[src/rtl/trace_capture_unit.sv]
// trace_capture_unit: commit-trace capture for the pipelined cpu.
// Samples WB register writes and MEM loads/stores while running, stamps them
// with the run-cycle count and queues them in a FIFO drained over a
// valid/ready debug port. Also keeps cycle/instruction counters, halt
// detection and a cycle watchdog.
module trace_capture_unit #(
  parameter int DATA_W     = 16,
  parameter int ADDR_W     = 16,
  parameter int REG_W      = 4,
  parameter int DEPTH      = 16,
  parameter int CYCLE_W    = 32,
  parameter int MAX_CYCLES = 100000,
  parameter int DROP_W     = 8
) (
  input  logic               clk,
  input  logic               rst,
  input  logic               start,
  input  logic               reg_wr,
  input  logic [REG_W-1:0]   wr_reg,
  input  logic [DATA_W-1:0]  wr_data,
  input  logic               mem_rd,
  input  logic               mem_wr,
  input  logic [ADDR_W-1:0]  mem_addr,
  input  logic [DATA_W-1:0]  mem_wdata,
  input  logic [DATA_W-1:0]  mem_rdata,
  input  logic               hlt,
  output logic               rec_valid,
  input  logic               rec_ready,
  output logic [1:0]         rec_kind,
  output logic [ADDR_W-1:0]  rec_addr,
  output logic [DATA_W-1:0]  rec_data,
  output logic [CYCLE_W-1:0] rec_cycle,
  output logic [1:0]         state,
  output logic [CYCLE_W-1:0] cycle_count,
  output logic [CYCLE_W-1:0] inst_count,
  output logic [DROP_W-1:0]  drop_count,
  output logic               overflow,
  output logic               done
);

  localparam int PTR_W = $clog2(DEPTH);

  localparam logic [1:0] KIND_REG   = 2'b00;
  localparam logic [1:0] KIND_LOAD  = 2'b01;
  localparam logic [1:0] KIND_STORE = 2'b10;

  typedef enum logic [1:0] {
    IDLE    = 2'b00,
    RUN     = 2'b01,
    HALTED  = 2'b10,
    TIMEOUT = 2'b11
  } stateT;

  typedef struct packed {
    logic [1:0]         kind;
    logic [ADDR_W-1:0]  addr;
    logic [DATA_W-1:0]  data;
    logic [CYCLE_W-1:0] stamp;
  } recordT;

  stateT            stateQ, stateNext;
  logic             capture;

  recordT           fifoMem [DEPTH];
  logic [PTR_W-1:0] wrPtr, rdPtr;
  logic [PTR_W:0]   occupancy;
  recordT           headRec;

  logic             pop, regPush, memPush;
  logic [1:0]       wantCount, pushCount, dropNow;
  logic [PTR_W+1:0] freeSlots;
  logic [CYCLE_W-1:0] stamp;
  recordT           regRec, memRec, firstRec;
  logic [DROP_W:0]  dropSum;

  // Next state and capture enable; start restarts from any state.
  always_comb begin
    // NOTE: every output of a combinational block gets a default first, so no path leaves it unassigned and no latch is inferred.
    stateNext = stateQ;
    capture   = 1'b0;
    if (start) begin
      stateNext = RUN;
    end else begin
      case (stateQ)
        RUN: begin
          if (cycle_count == CYCLE_W'(MAX_CYCLES)) begin
            stateNext = TIMEOUT;
          end else begin
            capture = 1'b1;
            if (hlt) stateNext = HALTED;
          end
        end
        default: stateNext = stateQ;
      endcase
    end
  end

  // State register.
  always_ff @(posedge clk or posedge rst) begin
    // NOTE: sequential state uses non-blocking assignments so every flop samples pre-edge values.
    if (rst) stateQ <= IDLE;
    else     stateQ <= stateNext;
  end

  // Build this cycle's records and work out how many fit in the FIFO.
  always_comb begin
    stamp     = cycle_count + CYCLE_W'(1);
    regPush   = capture & reg_wr;
    memPush   = capture & (mem_wr | mem_rd);

    regRec.kind  = KIND_REG;
    regRec.addr  = ADDR_W'(wr_reg);
    regRec.data  = wr_data;
    regRec.stamp = stamp;

    memRec.kind  = mem_wr ? KIND_STORE : KIND_LOAD;
    memRec.addr  = mem_addr;
    memRec.data  = mem_wr ? mem_wdata : mem_rdata;
    memRec.stamp = stamp;

    firstRec  = regPush ? regRec : memRec;

    wantCount = {1'b0, regPush} + {1'b0, memPush};
    // A pop this cycle frees its slot for a same-cycle push.
    freeSlots = (PTR_W+2)'(DEPTH) - (PTR_W+2)'(occupancy) + (PTR_W+2)'(pop);
    // Keep records in push order; anything past the free slots is dropped,
    // so a MEM record is always lost before a REG record.
    if ((PTR_W+2)'(wantCount) <= freeSlots) pushCount = wantCount;
    else                                    pushCount = freeSlots[1:0];
    dropNow   = wantCount - pushCount;
    dropSum   = {1'b0, drop_count} + (DROP_W+1)'(dropNow);
  end

  // FIFO pointers and occupancy; start flushes the queue.
  always_ff @(posedge clk or posedge rst) begin
    if (rst) begin
      wrPtr     <= '0;
      rdPtr     <= '0;
      occupancy <= '0;
    end else if (start) begin
      wrPtr     <= '0;
      rdPtr     <= '0;
      occupancy <= '0;
    end else begin
      wrPtr     <= wrPtr + PTR_W'(pushCount);
      if (pop) rdPtr <= rdPtr + PTR_W'(1);
      occupancy <= occupancy + (PTR_W+1)'(pushCount) - (PTR_W+1)'(pop);
    end
  end

  // FIFO storage writes: first record at wrPtr, second (always MEM) after it.
  always_ff @(posedge clk) begin
    // NOTE: storage has no reset; the pointers and occupancy define which entries are live.
    if (pushCount != 2'd0) fifoMem[wrPtr] <= firstRec;
    if (pushCount == 2'd2) fifoMem[wrPtr + PTR_W'(1)] <= memRec;
  end

  // Run counters, dropped-record counter and sticky overflow.
  always_ff @(posedge clk or posedge rst) begin
    if (rst) begin
      cycle_count <= '0;
      inst_count  <= '0;
      drop_count  <= '0;
      overflow    <= 1'b0;
    end else if (start) begin
      cycle_count <= '0;
      inst_count  <= '0;
      drop_count  <= '0;
      overflow    <= 1'b0;
    end else begin
      if (capture) begin
        cycle_count <= stamp;
        if (hlt | reg_wr | mem_wr) inst_count <= inst_count + CYCLE_W'(1);
      end
      if (dropNow != 2'd0) begin
        drop_count <= dropSum[DROP_W] ? '1 : dropSum[DROP_W-1:0];
        overflow   <= 1'b1;
      end
    end
  end

  // Head of queue is read straight from storage; fields read zero when empty.
  assign headRec   = fifoMem[rdPtr];
  assign rec_valid = (occupancy != '0);
  assign pop       = rec_valid & rec_ready;
  assign rec_kind  = rec_valid ? headRec.kind  : '0;
  assign rec_addr  = rec_valid ? headRec.addr  : '0;
  assign rec_data  = rec_valid ? headRec.data  : '0;
  assign rec_cycle = rec_valid ? headRec.stamp : '0;

  assign state = stateQ;
  assign done  = ((stateQ == HALTED) || (stateQ == TIMEOUT)) && !rec_valid;

endmodule

[config.mk]
export PLATFORM = sky130hd
export DESIGN_NAME = trace_capture_unit
export DESIGN_NICKNAME = d
export VERILOG_FILES = /design/src/rtl/trace_capture_unit.sv
export SDC_FILE = /design/constraint.sdc
export NUM_CORES = 2
export LEC_CHECK = 0
export BUFFER_PORTS_ARGS = -buffer_cell sky130_fd_sc_hd__buf_2
export CAP_MARGIN = 15
export CORE_MARGIN = 10
export CORE_UTILIZATION = 45
export DETAILED_ROUTE_END_ITERATION = 16
export PLACE_DENSITY = 0.66
export SLEW_MARGIN = 20
export SYNTH_ARGS = -nofsm -noshare
export SYNTH_HDL_FRONTEND = slang
export SYNTH_SLANG_ARGS = --single-unit
[constraint.sdc]
create_clock -name clk -period 10.55 [get_ports clk]
set_input_delay 1.055 -clock clk [delete_from_list [all_inputs] [get_ports clk]]
set_output_delay 1.055 -clock clk [all_outputs]
set_load 0.005 [all_outputs]
==> results by group <==
Worst setup path
  • Buffers and inverters on the worst path: 4
  • Critical path's largest stage delay: 0.68 ns
  • Critical Path Fanout Max: 41
  • Worst reg2reg endpoint: drop_count[3]
  • Crit path cell chain: inv_1 -> ha_1 -> nor4b_1 -> and4_1 -> a21oi_2 -> nand3_2 -> buf_4 -> inv_1 -> ha_1 -> ha_1 -> o21ai_0 -> nand2b_1 -> nand3_1 -> mux2i_1 -> xnor2_1 -> clkinv_1 -> ha_1 -> fa_1 -> and3_1 -> and3_1 -> nand3_1 -> o21ai_0 -> o221a_2
  • Slowest-stage cell, CP: xnor2_1
  • Req. time, crit path: 11.14 ns
  • Worst r2r path cells: 23
  • Startpoint Class: flip-flop
  • Cell family contributing the most delay on the critical path: adder cells
  • Worst r2r src: cycle_count[0]
  • Critical path arrival: 8.12 ns
  • Critical path depth in cells: 23
  • Worst setup path end: drop_count[3]
  • Critical path's most frequent cell: ha_1
  • Worst Setup SP: cycle_count[0]
  • Reg2Reg Setup Slack: 3.02 ns
  • Crit Path Category: reg -> reg
  • Setup crit end kind: flip-flop

GRT
  • Vias in the first global route: 29500
  • Pin count of the biggest net entering global routing: 152
  • Overall Global Routing Usage: 20.6%
  • First-pass GRT wire length: 196 mm
  • Antenna violations before repair: 6
  • Grt ovf: 0

Synth
  • Flops & latches, synth: 1144
  • EDFF count, synth: 1056
  • Synth cell types: 61
  • Ys async rst share: 7.69%
  • Top_reg_cell synth: edfxtp_1
  • Syn Std Cell Area: 51100 µm²
  • Synthesized Nets: 3028
  • Syn Area/Cell: 17.5 µm²
  • Yosys warning total: 0
  • Seq/Total Area, Yosys: 66.3%
  • Synthesized instance count: 2929

Floorplan
  • Width of the die: 357 µm
  • Die span in y: 357 µm
  • Die Area: 128000 µm²
  • Initial Utilization: 45.4%
  • Row count: 123
  • Num ports: 219
  • Core footprint: 113000 µm²

Power and ir drop
  • Flop pwr share: 44.2%
  • Clk pwr share: 33.8%
  • Net Switching: 3.19 mW
  • Comb pwr share: 22.0%
  • Maximum vdd drop: 0.000160 V
  • Lkg Pwr: 20.4 nW
  • Total power: 11.9 mW
  • Sw Share: 26.8%
  • Internal power: 8.72 mW
  • PD cells: 205 nW/µm²

Drt
  • Initial DRC Count: 2612
  • Pre-antenna DRT Iters: 5
  • ANT nets after route: 0
  • Vias per cell: 5.88
  • Via Count: 27800
  • Mean routed wirelength per cell: 27.9 µm
  • Post-Route WL: 132 mm
  • Post-route DRC: 0

Placed design
  • DP Worst Slack: 2.87 ns
  • Cells after DPL: 4502
  • Post-DP HPWL: 79.4 mm
  • I/O Buffers: 218
  • GP Congestion: 0.816
  • Placed Area: 54200 µm²

Layout
  • Non-filler cells, final: 4720
  • Share of cells above drive strength 1: 29.7%
  • Most common cell after layout, fill and taps aside: edfxtp_1
  • Final Cell Area: 58100 µm²
  • Nets: 3220
  • Layout area overhead: 13.5%
  • Commonest non-fill, non-tap cells in the layout: edfxtp_1 (1056), mux4_2 (330), mux2i_1 (273), nor2b_1 (217), buf_2 (217)
  • Final Core Density: 51.5%

Run status
  • Outcome: complete, no violations

Run
  • Max_cap viols: 0

STA
  • Least-Margin Pin Slew: 1.18 ns
  • Post-route setup TNS: 0 ns
  • Final worst setup slack: 3.02 ns
  • Setup-failing EPs final: 0
  • Period minus WS final: 7.53 ns
  • Highest clock rate: 133 MHz
  • Slew HR: 21.0%
  • Period utilization: 71.3%
  • RSZ-0062 raised after global routing: false
  • Worst hold slack: 0.379 ns
  • Final Hold Fails: 0
  • Final Skew: 0.0275 ns
  • Pins Over Slew Limit: 0

Clock network
  • H-tree depth: 3
  • Root Buffer: clkbuf_16
  • CTS tree: built
  • Reg clk slew, reported paths: 0.06 ns
  • Clock buffer depth: 3
  • # resized after CTS: 0
  • Post-CTS Setup Repair Bufs: 0
  • CTS Hold Bufs: 0
  • Num Clock Sinks: 1144
  • Worst skew pair latency: 0.71 ns
  • CTS Buf Count: 115

Hold path
  • Hold Crit Class: in -> async
-- worst min path at each step --
| stage | end | from | cells after the start |
|---|---|---|---|
| floorplan | overflow | overflow | 1 |
| global placement | overflow | overflow | 1 |
| detailed placement | overflow | overflow | 1 |
| CTS | inst_count[2] | rst | 2 |
| global route | inst_count[31] | rst | 2 |
| finish | cycle_count[27] | rst | 2 |
-- routing by layer --
metal | global-route usage [%] | part of all wire (%) | wire [µm] | vias to the layer above
li1 | - | - | - | 11900
met1 | 26.6 | 39 | 51500 | 14700
met2 | 35.3 | 51 | 67500 | 994
met3 | 3.50 | 6.9 | 9070 | 206
met4 | 6.24 | 2.6 | 3450 | 4
met5 | 0 | 0.015 | 20 | -
-- synth_stat cells, types with 29 or more instances --
library cell / number / area [µm²]
nor2_1: 105 / 394
mux4_2: 330 / 7430
mux2i_1: 274 / 2740
clkbuf_1: 167 / 627
nor2b_1: 217 / 1360
mux2_2: 71 / 800
xnor2_1: 48 / 420
buf_1: 30 / 113
edfxtp_1: 1056 / 31700
xor2_1: 39 / 342
inv_1: 31 / 116
and2_1: 82 / 513
o21ai_0: 30 / 150
buf_2: 29 / 145
dfrtp_1: 88 / 2200
nand2_1: 85 / 319
-- cell type report --
type	instances	area [µm²]
Fill cell	9073	54600
Sequential cell	1144	33900
Clock buffer	151	3090
Clock inverter	64	618
Timing Repair Buffer	302	1830
Multi-Input combinational cell	1525	16600
Inverter	33	126
Tap cell	1500	1880
Antenna cell	1	2.50
-- logic make-up (layout without fill, tap and decap cells) --
family	Yosys count	in the layout	synth area share (%)
flip-flops	1144	1144	66.3
multiplexers	675	675	21.5
AND/OR/NAND/NOR	627	627	6.78
buffers and inverters	260	550	1.99
AO/OA/AOI/OAI	113	113	1.37
XOR/XNOR	87	87	1.49
adder cells (fa/ha/maj)	23	23	0.607
other	0	1	0
-- state kept, by name, indices dropped and copies added (netlist names) --
register	flops
rdPtr	4
wrPtr	4
overflow	1
inst_count	32
drop_count	8
occupancy	5
state	2
cycle_count	32
fifoMem	1056
-- power by group through the flow --
| stage | clock (mW) | combinational (mW) | sequential (mW) |
|---|---|---|---|
| finish | 4.03 | 2.62 | 5.27 |
| global route | 4.28 | 2.83 | 5.29 |
| CTS | 4.09 | 2.69 | 5.27 |
| detailed placement | 0 | 2.67 | 5.36 |
| global placement | 0 | 2.63 | 5.35 |
| floorplan | 0 | 1.78 | 5.31 |
Note: power is estimated with default switching activity, not from simulation.
